**src/rtl/itlc_dec_pkg.sv**
```systemverilog
// Shared types and helpers for the one-hot scan decoder.
// The FSM state encoding and the one-hot helper live here.
package itlc_dec_pkg;

  typedef enum logic [1:0] {IDLE, DIRECT, SCAN_ON, SCAN_BLANK} dec_state_t;

  localparam int MAX_BLANK = 15;
  // Widest decode the helper can produce (SEL_W up to 8).
  localparam int MAX_OUT_W = 256;

  function automatic logic [MAX_OUT_W-1:0] onehot(input int unsigned idx,
                                                  input int unsigned width);
    onehot = '0;
    if (idx < width && idx < MAX_OUT_W) onehot[idx[7:0]] = 1'b1;
  endfunction

endpackage

```
**src/rtl/dec_slot_timer.sv**
```systemverilog
// Loadable down-counter used for both the dwell and the blanking intervals.
// done is high whenever the count has reached zero.
module dec_slot_timer #(
  parameter int W = 8
) (
  input  logic         clk,
  input  logic         rst_n,
  input  logic         load,
  input  logic [W-1:0] load_val,
  output logic         done
);

  logic [W-1:0] cnt;

  always_ff @(posedge clk or negedge rst_n) begin
    if (!rst_n) begin
      cnt <= '0;
    end else if (load) begin
      cnt <= load_val;
    end else if (cnt != '0) begin
      cnt <= cnt - 1'b1;
    end
  end

  assign done = (cnt == '0);

endmodule

```
**src/rtl/onehot_scan_decoder.sv**
```systemverilog
// Registered N-to-2^N one-hot decoder with a direct-select mode and an
// autonomous scan mode (programmable dwell, optional blanking between lines).
module onehot_scan_decoder
  import itlc_dec_pkg::*;
#(
  parameter int SEL_W      = 3,
  parameter int OUT_W      = 2**SEL_W,
  parameter int DWELL_W    = 8,
  parameter int BLANK      = 0,
  parameter int ACTIVE_LOW = 0
) (
  input  logic               clk,
  input  logic               rst_n,
  input  logic               en,
  input  logic               mode,
  input  logic [SEL_W-1:0]   sel,
  input  logic [DWELL_W-1:0] dwell,
  output logic [OUT_W-1:0]   f,
  output logic [SEL_W-1:0]   idx,
  output logic               wrap,
  output logic               sel_err
);

  localparam int CNT_W     = (DWELL_W > 4) ? DWELL_W : 4;
  localparam int BLANK_EFF = (BLANK > MAX_BLANK) ? MAX_BLANK : BLANK;
  localparam logic POL     = (ACTIVE_LOW != 0);
  localparam logic [OUT_W-1:0] INACTIVE   = {OUT_W{POL}};
  localparam logic [SEL_W-1:0] LAST_IDX   = SEL_W'(OUT_W - 1);
  localparam logic [SEL_W:0]   OUT_W_L    = (SEL_W + 1)'(OUT_W);
  localparam logic [CNT_W-1:0] BLANK_LOAD = (BLANK_EFF > 0) ? CNT_W'(BLANK_EFF - 1) : '0;

  dec_state_t       state, state_nxt;
  logic [OUT_W-1:0] line_nxt;
  logic [SEL_W-1:0] idx_nxt, idx_adv;
  logic             show, wrap_nxt, err_nxt;
  logic             tmr_load, tmr_done;
  logic [CNT_W-1:0] tmr_val;

  dec_slot_timer #(.W(CNT_W)) u_timer (
    .clk      (clk),
    .rst_n    (rst_n),
    .load     (tmr_load),
    .load_val (tmr_val),
    .done     (tmr_done)
  );

  always_comb begin
    state_nxt = state;
    idx_nxt   = idx;
    show      = 1'b0;
    wrap_nxt  = 1'b0;
    err_nxt   = 1'b0;
    tmr_load  = 1'b1;
    tmr_val   = '0;
    line_nxt  = '0;
    idx_adv   = (idx == LAST_IDX) ? '0 : idx + 1'b1;

    if (!en) begin
      state_nxt = IDLE;
      idx_nxt   = '0;
    end else if (!mode) begin
      state_nxt = DIRECT;
      if ({1'b0, sel} >= OUT_W_L) begin
        err_nxt = 1'b1;
      end else begin
        idx_nxt = sel;
        show    = 1'b1;
      end
    end else begin
      case (state)
        IDLE, DIRECT: begin
          state_nxt = SCAN_ON;
          idx_nxt   = '0;
          show      = 1'b1;
          tmr_val   = CNT_W'(dwell);
        end
        SCAN_ON: begin
          if (!tmr_done) begin
            tmr_load = 1'b0;
            show     = 1'b1;
          end else if (BLANK_EFF > 0) begin
            state_nxt = SCAN_BLANK;
            tmr_val   = BLANK_LOAD;
          end else begin
            idx_nxt  = idx_adv;
            wrap_nxt = (idx == LAST_IDX);
            show     = 1'b1;
            tmr_val  = CNT_W'(dwell);
          end
        end
        SCAN_BLANK: begin
          if (!tmr_done) begin
            tmr_load = 1'b0;
          end else begin
            state_nxt = SCAN_ON;
            idx_nxt   = idx_adv;
            wrap_nxt  = (idx == LAST_IDX);
            show      = 1'b1;
            tmr_val   = CNT_W'(dwell);
          end
        end
        default: state_nxt = IDLE;
      endcase
    end

    if (show) line_nxt = OUT_W'(onehot(32'(idx_nxt), OUT_W));
  end

  // Polarity is applied right at the register so f stays a clean flop output.
  always_ff @(posedge clk or negedge rst_n) begin
    if (!rst_n) begin
      state   <= IDLE;
      f       <= INACTIVE;
      idx     <= '0;
      wrap    <= 1'b0;
      sel_err <= 1'b0;
    end else begin
      state   <= state_nxt;
      f       <= line_nxt ^ INACTIVE;
      idx     <= idx_nxt;
      wrap    <= wrap_nxt;
      sel_err <= err_nxt;
    end
  end

endmodule
```
**config.mk**
```make
export PLATFORM = sky130hd
export DESIGN_NAME = onehot_scan_decoder
export DESIGN_NICKNAME = d
export VERILOG_FILES = /design/src/rtl/itlc_dec_pkg.sv /design/src/rtl/dec_slot_timer.sv /design/src/rtl/onehot_scan_decoder.sv
export SDC_FILE = /design/constraint.sdc
export NUM_CORES = 1
export LEC_CHECK = 0
export ABC_AREA = 1
export CAP_MARGIN = 5
export CELL_PAD_IN_SITES_DETAIL_PLACEMENT = 1
export CELL_PAD_IN_SITES_GLOBAL_PLACEMENT = 1
export CORE_ASPECT_RATIO = 0.75
export CORE_MARGIN = 1
export CORE_UTILIZATION = 39
export DETAILED_ROUTE_END_ITERATION = 8
export PLACE_DENSITY_LB_ADDON = 0.1
export SLEW_MARGIN = 20
export SYNTH_ARGS = -nofsm -noshare
export SYNTH_HDL_FRONTEND = slang
export SYNTH_SLANG_ARGS = --single-unit
```
**constraint.sdc**
```tcl
create_clock -name clk -period 2.84 [get_ports clk]
set_input_delay 0.426 -clock clk [delete_from_list [all_inputs] [get_ports clk]]
set_output_delay 0.426 -clock clk [all_outputs]
set_load 0.01 [all_outputs]
```
## Yosys cells after proc, flatten, opt, wreduce, memory -nomap -nowiden

Index checks and enable logic that the tools add are counted.

- Shift operators: 0
- Add/subtract/negate cells: 2
- $mul: 0
- Multiplexer cells: 29
- Divide/modulo/power cells: 0
- Reductions and logical operators: 9
- Order comparisons: 2
- Equality and inequality tests: 6
- Bitwise logic cells: 0

Operators by type and width:

| operator | count |
|---|---|
| 2-to-1 mux 8 bit | 6 |
| one-hot mux 8 bit (2 select lines) | 1 |
| 2-to-1 mux 3 bit | 4 |
| 2-to-1 mux 1 bit | 11 |
| < comparator 3 x 9 -> 1 bit (second input constant) | 1 |
| zero test 8 bit | 1 |
| nonzero test 8 bit | 1 |
| subtractor 8 x 1 -> 8 bit (second input constant) | 1 |
| 2-to-1 mux 2 bit | 3 |
| one-hot mux 3 bit (2 select lines) | 1 |
| == test 2 bit (second input constant) | 2 |
| != test 4 x 2 -> 1 bit (second input constant) | 1 |
| != test 4 bit (second input constant) | 1 |
| one-hot mux 2 bit (2 select lines) | 1 |
| OR reduction 2 bit | 2 |
| adder 3 x 1 -> 3 bit (second input constant) | 1 |
| demux 1 bit (select 3 bit) | 1 |
| == test 3 bit (second input constant) | 1 |
| >= comparator 3 x 1 -> 1 bit (second input constant) | 1 |
| OR reduction 3 bit | 1 |
| == test 2 x 1 -> 1 bit (second input constant) | 1 |
| zero test 2 bit | 1 |
| one-hot mux 1 bit (2 select lines) | 1 |
| AND reduction 2 bit | 1 |
| other kinds (2) | 2 |

- Bits in read-only memories: 0
- Latch bits: 0
- Register bits: 22
- Output and inout port bits: 13
- Word-level logic and storage cells: 53
- Memories: 0
- RAM bits: 0
- Input port bits: 15

## Depth between registers and ports, before layout

Gate-level depths: netlist of the first run.

- Depth after elaboration: 11
- Depth in mapped cells: 11

## Hierarchy

A second synthesis of the first run with hierarchy kept.

- Cell total of the unflattened synthesis: 164
- Area total of the unflattened synthesis: 1276.2 sq um

By module, submodules not included:

| module | area each (sq um) | sequential area each (sq um) | times used | cells an instance |
|---|---|---|---|---|
| onehot_scan_decoder | 763.2 | 350.3 | 1 | 93 |
| dec_slot_timer | 513.0 | 200.2 | 1 | 71 |

## Worst setup path after synthesis of the first run

No wires, ideal clock.

- Path type: register to register
- Start: reg u_timer.cnt[0]
- End: reg f[1]
- Setup time: 0.115 ns
- Arrival: 1.302 ns
- Clock period less this slack: 1.417 ns
- Required time: 2.725 ns
- Cell stages (with the launch flop): 12
- Slack: 1.423 ns
- Path through: dfrtp_1 > inv_1 > ha_1 > nand2_2 > nor2_4 > nand2_4 > nand2_4 > nand2_2 > nand2_4 > nand2_4 > nand2_4 > nor2_1

- Longest elaborated chain between the ends: 10
- Elaborated cells between the ends (all ways): 15

Ends and longest elaborated chain:

| item | line | text |
|---|---|---|
| start, declared | dec_slot_timer.sv:13 | `logic [W-1:0] cnt;` |
| start signal, assigned | dec_slot_timer.sv:19 | `cnt <= load_val;` |
| start signal, assigned | dec_slot_timer.sv:21 | `cnt <= cnt - 1'b1;` |
| zero test 8 bit * | dec_slot_timer.sv:25 | `assign done = (cnt == '0);` |
| 2-to-1 mux 3 bit * | onehot_scan_decoder.sv:92 | `if (!tmr_done) begin` |
| one-hot mux 3 bit (2 select lines) * | onehot_scan_decoder.sv:70 | `case (state)` |
| 2-to-1 mux 3 bit * | onehot_scan_decoder.sv:61 | `end else if (!mode) begin` |
| 2-to-1 mux 3 bit * | onehot_scan_decoder.sv:58 | `if (!en) begin` |
| net idx_nxt[0] | onehot_scan_decoder.sv:34 | `logic [SEL_W-1:0] idx_nxt, idx_adv;` |
| < comparator 3 x 9 -> 1 bit (not written as such) or >= comparator 3 x 1 -> 1 bit (tied branches) | itlc_dec_pkg.sv:14 | `if (idx < width && idx < MAX_OUT_W) onehot[idx[7:0]] = 1'b1;` |
| logical AND 1 bit (not written as such) | itlc_dec_pkg.sv:14 |  |
| 2-to-1 mux 1 bit (not written as such) | itlc_dec_pkg.sv:14 |  |
| demux 1 bit (select 3 bit) * | itlc_dec_pkg.sv:14 |  |
| 2-to-1 mux 8 bit * | onehot_scan_decoder.sv:106 | `if (show) line_nxt = OUT_W'(onehot(32'(idx_nxt), OUT_W));` |
| net line_nxt[1] | onehot_scan_decoder.sv:33 | `logic [OUT_W-1:0] line_nxt;` |
| end signal, assigned | onehot_scan_decoder.sv:119 | `f <= line_nxt ^ INACTIVE;` |
| end, declared | onehot_scan_decoder.sv:18 | `output logic [OUT_W-1:0] f,` |

Mark *: on every way through the listed nets, which the timed path passes. The rest lies on a longest branch.
A chain may end at the register's enable or synchronous reset.

## Worst setup path in the final report of the first run

- Start: reg idx[0]
- End: out idx[0]

RTL lines:

| item | line | text |
|---|---|---|
| start, declared | onehot_scan_decoder.sv:19 | `output logic [SEL_W-1:0] idx,` |
| start signal, assigned | onehot_scan_decoder.sv:120 | `idx <= idx_nxt;` |

No word-level cell between the ends.

==> impl_results.md, run 1 <==
- Count leader, synth: inv_1
- Layout Nets: 188
- Syn Std Cell Area: between 1000 and 1500 um^2
- Ratio of cells with drive above 1 in the final layout: 0.160
- Post-synth EDFFs: 0
- Yosys top cell by area: dfrtp_1
- DR vias/cell: about 4.7
- Setup TNS: 0 ns
- Synth Instances: 139
- Register area share after synthesis: 0.460
- CTS buffer count: 3
- Switching share of power: 0.272
- Required time worst endpoint: ~2.4 ns
- Final hold violations: 0
- Seq pwr share: 0.421
- Initial antenna violation count: 0
- Worst-path fanout max: 3
- CTS Hold Bufs: 0
- Die width: around 66 um
- Port Buf Inserts: 26
- Clk sinks: 22
- CP max stage delay: ~0.56 ns
- Async S/R FF share, synth: 1.00
- CTS H-tree depth: 1
- Worst setup EP type: output pin
- Area contributors post-synth: dfrtp_1 (46%), inv_1 (8.2%), nand2_4 (6.6%)
- Synthesis warning total: 0
- Ant diodes: 0
- Crit share post-route: 0.591
- RSZ-0062 raised after global routing: no
- Initial DRC count: 25
- Die height: around 50 um
- Clock Skew: between 0.004 and 0.005 ns
- Leading post-synthesis cells by instance count: inv_1 (26), dfrtp_1 (22), nand2_1 (18), nor2_1 (18), nand3_1 (10)
- Tmin final: 1.68 ns
- Crit-path slowest cell: clkdlybuf4s50_1
- Skew-Pair Late Insertion Delay: about 0.26 ns
- CP arrival: approximately 1.3 ns
- Final setup fails: 0
- GPL Wtd Cong: 0.711
- Cell-internal power: 0.587 mW
- Net count after synthesis: approximately 160
- Worst-Margin Slew: roughly 0.58 ns
- # rows: 17
- # resized after CTS: 0
- Setup bufs post-CTS: 0
- Clk pwr share: 0.366
- Total power: around 0.8 mW
- Via count: roughly 1,000
- Synth Flop Type: dfrtp_1
- Starting Density: 0.408
- Number of synthesized register bits: 22
- Logic pwr share: 0.214
- Netlist cell types: 23
- Final Slew Violations: 0
- Max-cap violation count: 0
- # DRC: 0
- Number of global-route vias before repair: 1,052
- Worst slew margin: 0.610
- Startpoint types: flip-flop
- Status: finished clean
- CTS tree: built
- Worst hold path type: reg2reg
- Total routed wirelength: between 2 and 3 mm
- Core region area: ~3000 um^2
- Bufs on Longest Clock Path: 2
- Root Buffer: clkbuf_8
- Top-area cell type share of the netlist area: 0.460
- Crit path buf inv count: 1
- Final global-route overflow total: 0
- Post-DRT Antenna Nets: 0
- Largest net degree at the start of global routing: 23
- Syn avg cell area: about 8.6 um^2
- Tot GR Track Use: 0.203
- IO Count: 28
- Max Fclk: 596 MHz
- CP top delay family: buffers and inverters
- Clock transition at the registers of the reported paths: roughly 0.090 ns
- Dpl hpwl: around 2.2 mm
- P_leak: a little over 0.8 nW
- Switching power: 0.219 mW
- Initial DRT Pass Iterations: 4
- Die ar.: between 3000 and 4000 um^2
- WS Path Type: reg2out
- Area grow syn2layout: 31.7%
- Crit path cell chain: clkdlybuf4s50_1
- First-pass GRT wire length: 4.90 mm
- Peak VDD IR: between 0.0002 and 0.00025 V
- Cell Pwr Density: approximately 510 nW/um^2
- Routed wire length per instance: ~13 um
==> state kept, by name, summed over array words and instances (netlist names) <==
signal,cells
f,8
idx,3
state,2
u_timer.cnt,8
wrap,1
==> path summary, 6_finish.rpt <==
kind,cells past startpoint,start,end,slack (ns)
max in group asynchronous,2,rst_n,f[5],2.11
min reg2reg,1,u_timer.cnt[0],u_timer.cnt[0],0.47
max reg2reg,6,u_timer.cnt[0],u_timer.cnt[7],1.23
min,1,u_timer.cnt[0],u_timer.cnt[0],0.47
max,1,idx[0],idx[0],1.16
min in group asynchronous,2,rst_n,state[0],0.51
==> metal layers <==
| layer | global-route usage | vias to the layer above | wire, um |
|---|---|---|---|
| met5 | 0 | - | 0 |
| met4 | 0.0709 | 0 | 67 |
| met3 | 0.0486 | 7 | 95 |
| met2 | 0.333 | 26 | 1290 |
| met1 | 0.260 | 464 | 1320 |
| li1 | - | 480 | - |
==> layout by cell type (no fill, tap or decap), drive strengths merged <==
master	count
clkbuf	3
clkdlybuf4s50	26
conb	1
nor3	1
o22ai	3
a21oi	1
dfrtp	22
buf	1
nand2	30
xor2	3
o21ai	8
xnor2	1
inv	30
nor2	21
nand3	13
nor4	1
bufinv	1
ha	3
==> power by group through the flow <==
| stage | Combinational (mW) | Clock (mW) | Sequential [mW] |
|---|---|---|---|
| after floorplan | 0.107 | 0 | 0.346 |
| after global placement | 0.167 | 0 | 0.344 |
| after detailed placement | 0.173 | 0 | 0.345 |
| after CTS | 0.175 | 0.307 | 0.339 |
| after global routing | 0.194 | 0.316 | 0.341 |
| final | 0.172 | 0.295 | 0.339 |
==> final cells by class <==
type | instances | area (um^2)
inverters | 30 | 113
well taps | 38 | 47.5
flip-flops and latches | 22 | 551
fillers | 352 | 1360
multi-input cells | 86 | 527
clock buffers | 3 | 41.3
clock inverters | 1 | 30.0
repair buffers | 27 | 268
==> worst register-to-register path: stages, from the launching register on <==
cell,delay [ns]
dfrtp_1,0.35
inv_1,0.05
ha_1,0.25
nand3_1,0.11
nor2_1,0.08
o21ai_1,0.47
o21ai_0,0.16
==> per-stage QoR <==
| step | setup slack, ns | std cells | util | hold slack [ns] | cell area [um^2] |
|---|---|---|---|---|---|
| 6_report | 1.16 | 207 | 0.537 | 0.469 | 1580 |
| 5_1_grt | 0.992 | 207 | 0.537 | 0.502 | 1580 |
| 4_1_cts | 1.16 | 207 | 0.537 | 0.477 | 1580 |
| 3_5_place_dp | 1.00 | 203 | 0.513 | 0.465 | 1510 |
| 3_3_place_gp | 1.07 | 203 | 0.513 | 0.459 | 1510 |
| 2_1_floorplan | 1.42 | 139 | - | 0.130 | 1200 |
==> cell families (layout without fill, tap and decap cells) <==
family / after synthesis / after routing / synth area share
AO/OA/AOI/OAI: 12 / 12 / 0.0533
buffers and inverters: 31 / 61 / 0.100
AND/OR/NAND/NOR: 66 / 66 / 0.323
adder cells (fa/ha/maj): 3 / 3 / 0.0314
flip-flops: 22 / 22 / 0.460
XOR/XNOR: 4 / 4 / 0.0293
other: 1 / 1 / 0.00313
Note: power is estimated with default switching activity, not from simulation.
==> inputs of run 2 (changes only) <==
--- a/config.mk
+++ b/config.mk
@@ -11,7 +11,7 @@
 export CELL_PAD_IN_SITES_GLOBAL_PLACEMENT = 1
 export CORE_ASPECT_RATIO = 0.75
 export CORE_MARGIN = 1
-export CORE_UTILIZATION = 39
+export CORE_UTILIZATION = 36
 export DETAILED_ROUTE_END_ITERATION = 8
 export PLACE_DENSITY_LB_ADDON = 0.1
 export SLEW_MARGIN = 20
==> constraint.sdc (replaced) <==
create_clock -name clk -period 1.6 [get_ports clk]
set_input_delay 0.24 -clock clk [delete_from_list [all_inputs] [get_ports clk]]
set_output_delay 0.24 -clock clk [all_outputs]
set_load 0.01 [all_outputs]
==> impl_results.md, run 2 (synthesized netlist as in run 1, its figures left out) <==
- Post-DRT Antenna Nets: 0 (unchanged)
- M1 WL: 1.47 mm (+11%)
- Peak VDD IR: 0.000406 V (+67%)
- Total power: 1.38 mW (+72%)
- Max Fclk: around 650 MHz
- Min Hold Slack: 0.313 ns (-0.157 ns)
- Starting Density: 0.394 (-0.0143)
- CTS H-tree depth: 1 (unchanged)
- Met3 wire length: 135 um (+42%)
- Total routed wirelength: 3.07 mm (+10%)
- R2R Path Start: u_timer.cnt[0]
- Initial antenna violation count: 0 (unchanged)
- IO Count: 28 (unchanged)
- CTS buffer count: 3 (unchanged)
- Dpl hpwl: 2.29 mm (+6.0%)
- Die height: 51.9 um (+3.9%)
- Clock transition at the registers of the reported paths: 0.08 ns (about the same)
- Cell Pwr Density: 813 nW/um^2 (+59%)
- Bufs on Longest Clock Path: 2 (unchanged)
- Number of global-route vias before repair: 1,010 (-4.0%)
- Clk sinks: 22 (unchanged)
- Final setup fails: 0 (unchanged)
- Port Buf Inserts: 26 (unchanged)
- Worst hold path type: in2async
- CTS tree: built
- # rows: 17 (unchanged)
- DR vias/cell: 4.81 (+2.0%)
- Routed wire length per instance: 14.2 um (+5.9%)
- P_leak: 0.857 nW (+4.6%)
- Status: finished clean
- Crit share post-route: 0.967
- Util after Layout: 0.559 (+0.0219)
- Fin cells: 216 (+4.3%)
- Die ar.: 3560 um^2 (+8.0%)
- Reg-to-reg endpoint: f[4]
- Die width: 68.6 um (+4.0%)
- Final global-route overflow total: 0 (unchanged)
- Layout Nets: 197 (+4.8%)
- DR top layer: met4
- Crit path buf inv count: 2 (+1)
- Tmin final: between 1.5 and 2 ns
- Crit path cell chain: inv_2 > ha_4 > nand2_4 > nor2_4 > nand2_4 > nand3_2 > nand2_2 > inv_4 > nand3_4 > nor2_2
- Crit-path slowest cell: dfrtp_1
- # DRC: 0 (unchanged)
- GPL Wtd Cong: 0.766 (+7.8%)
- Skew-Pair Late Insertion Delay: 0.27 ns (about the same)
- Max-cap violation count: 0 (unchanged)
- Ant diodes: 0 (unchanged)
- Worst R2R Setup Slack: 0.05 ns (-1.18 ns)
- CTS Hold Bufs: 0 (unchanged)
- Startpoint types: flip-flop
- Tot GR Track Use: 0.189 (-0.0145)
- Most frequent cells in the layout: clkdlybuf4s50_1 (26), inv_1 (24), dfrtp_1 (22)
- Placed cells: 206 (+1.5%)
- Initial DRT Pass Iterations: 4 (unchanged)
- Initial DRC count: 25 (unchanged)
- Final hold violations: 0 (unchanged)
- Most common cell after layout, fill and taps aside: clkdlybuf4s50_1
- Worst setup EP type: flip-flop
- Biggest regs: f: 8 flops, u_timer.cnt: 8 flops, idx: 3 flops
- CP top delay family: simple AND/OR/NAND/NOR gates
- Most used cell, CP: nand2_4
- Met2 WL: 1.42 mm (+10%)
- Clock Skew: 0.00318 ns (-0.00167 ns)
- Worst-path fanout max: 7 (+4)
- Ratio of cells with drive above 1 in the final layout: 0.287 (+0.127)
- WS Path Type: reg2reg
- First-pass GRT wire length: 4.75 mm (-3.0%)
- R2r worst-path depth: 10 (+4)
- CP arrival: 1.75 ns (+0.50 ns)
- Largest net degree at the start of global routing: 23 (unchanged)
- Area grow syn2layout: 42.0%
- Via count: 1,040 (+6.4%)
- Final Slew Violations: 0 (unchanged)
- CP max stage delay: 0.39 ns (-0.17 ns)
- Core region area: 3040 um^2 (+3.6%)
- Root Buffer: clkbuf_8
- Required time worst endpoint: 1.80 ns (-0.61 ns)
run 2: changes by cell type in the layout (fill, tap and decap cells not counted), sizes merged:
| cell | change |
|---|---|
| buf | +9 |
| bufinv | -1 |
| clkbuf | +1 |
run 2: worst max-delay path by stage:
stage / startpoint / to / slack (ns) / depth (start not counted)
after floorplan: u_timer.cnt[0] / f[1] / 0.18 / 11
final: u_timer.cnt[0] / f[4] / 0.05 / 10
after global placement: mode / f[1] / 0.02 / 9
after global routing: u_timer.cnt[0] / f[7] / -0.05 / 10
after detailed placement: mode / f[3] / -0.07 / 9
after CTS: idx[0] / f[0] / 0.01 / 9
run 2: through the flow:
stage | setup WS, ns | setup TNS (ns) | instance area (um^2)
after floorplan | 0.183 | 0 | 1200
after global placement | 0.0197 | 0 | 1530
after detailed placement | -0.0740 | -0.307 | 1530
after CTS | 0.0133 | 0 | 1590
after global routing | -0.0489 | -0.215 | 1700
final | 0.0521 | 0 | 1700
run 2: where the power goes:
group / switching (mW) / total, mW / internal [mW]
Combinational: 0.208 / 0.371 / 0.163
Clock: 0.188 / 0.408 / 0.220
Sequential: 0.0223 / 0.604 / 0.582
Total: 0.418 / 1.38 / 0.964
run 2: layout make-up:
| class | instances | area [um^2] |
|---|---|---|
| Clock buffer | 4 | 55.1 |
| Fill cell | 357 | 1340 |
| Inverter | 30 | 115 |
| Multi-Input combinational cell | 86 | 597 |
| Sequential cell | 22 | 551 |
| Tap cell | 38 | 47.5 |
| Timing Repair Buffer | 36 | 335 |
run 2: what timing repair did:
item / CTS / global route
setup buffers: 0 / 6
pin swaps: 0 / 12
endpoints found under the setup margin: 1 / 10
resized for setup: 1 / 19
run 2: metal layers:
metal  track usage  up-vias
li1              -      498
met3        0.0395        4
met1         0.248      510
met2         0.301       28
met5             0        -
met4        0.0729        0
==> inputs of run 3 (changes only) <==
--- a/config.mk
+++ b/config.mk
@@ -18,3 +18,4 @@
 export SYNTH_ARGS = -nofsm -noshare
 export SYNTH_HDL_FRONTEND = slang
 export SYNTH_SLANG_ARGS = --single-unit
+export TNS_END_PERCENT = 10
==> results of run 3 <==
The final DEF is identical to that of run 2; final timing and power are the same.
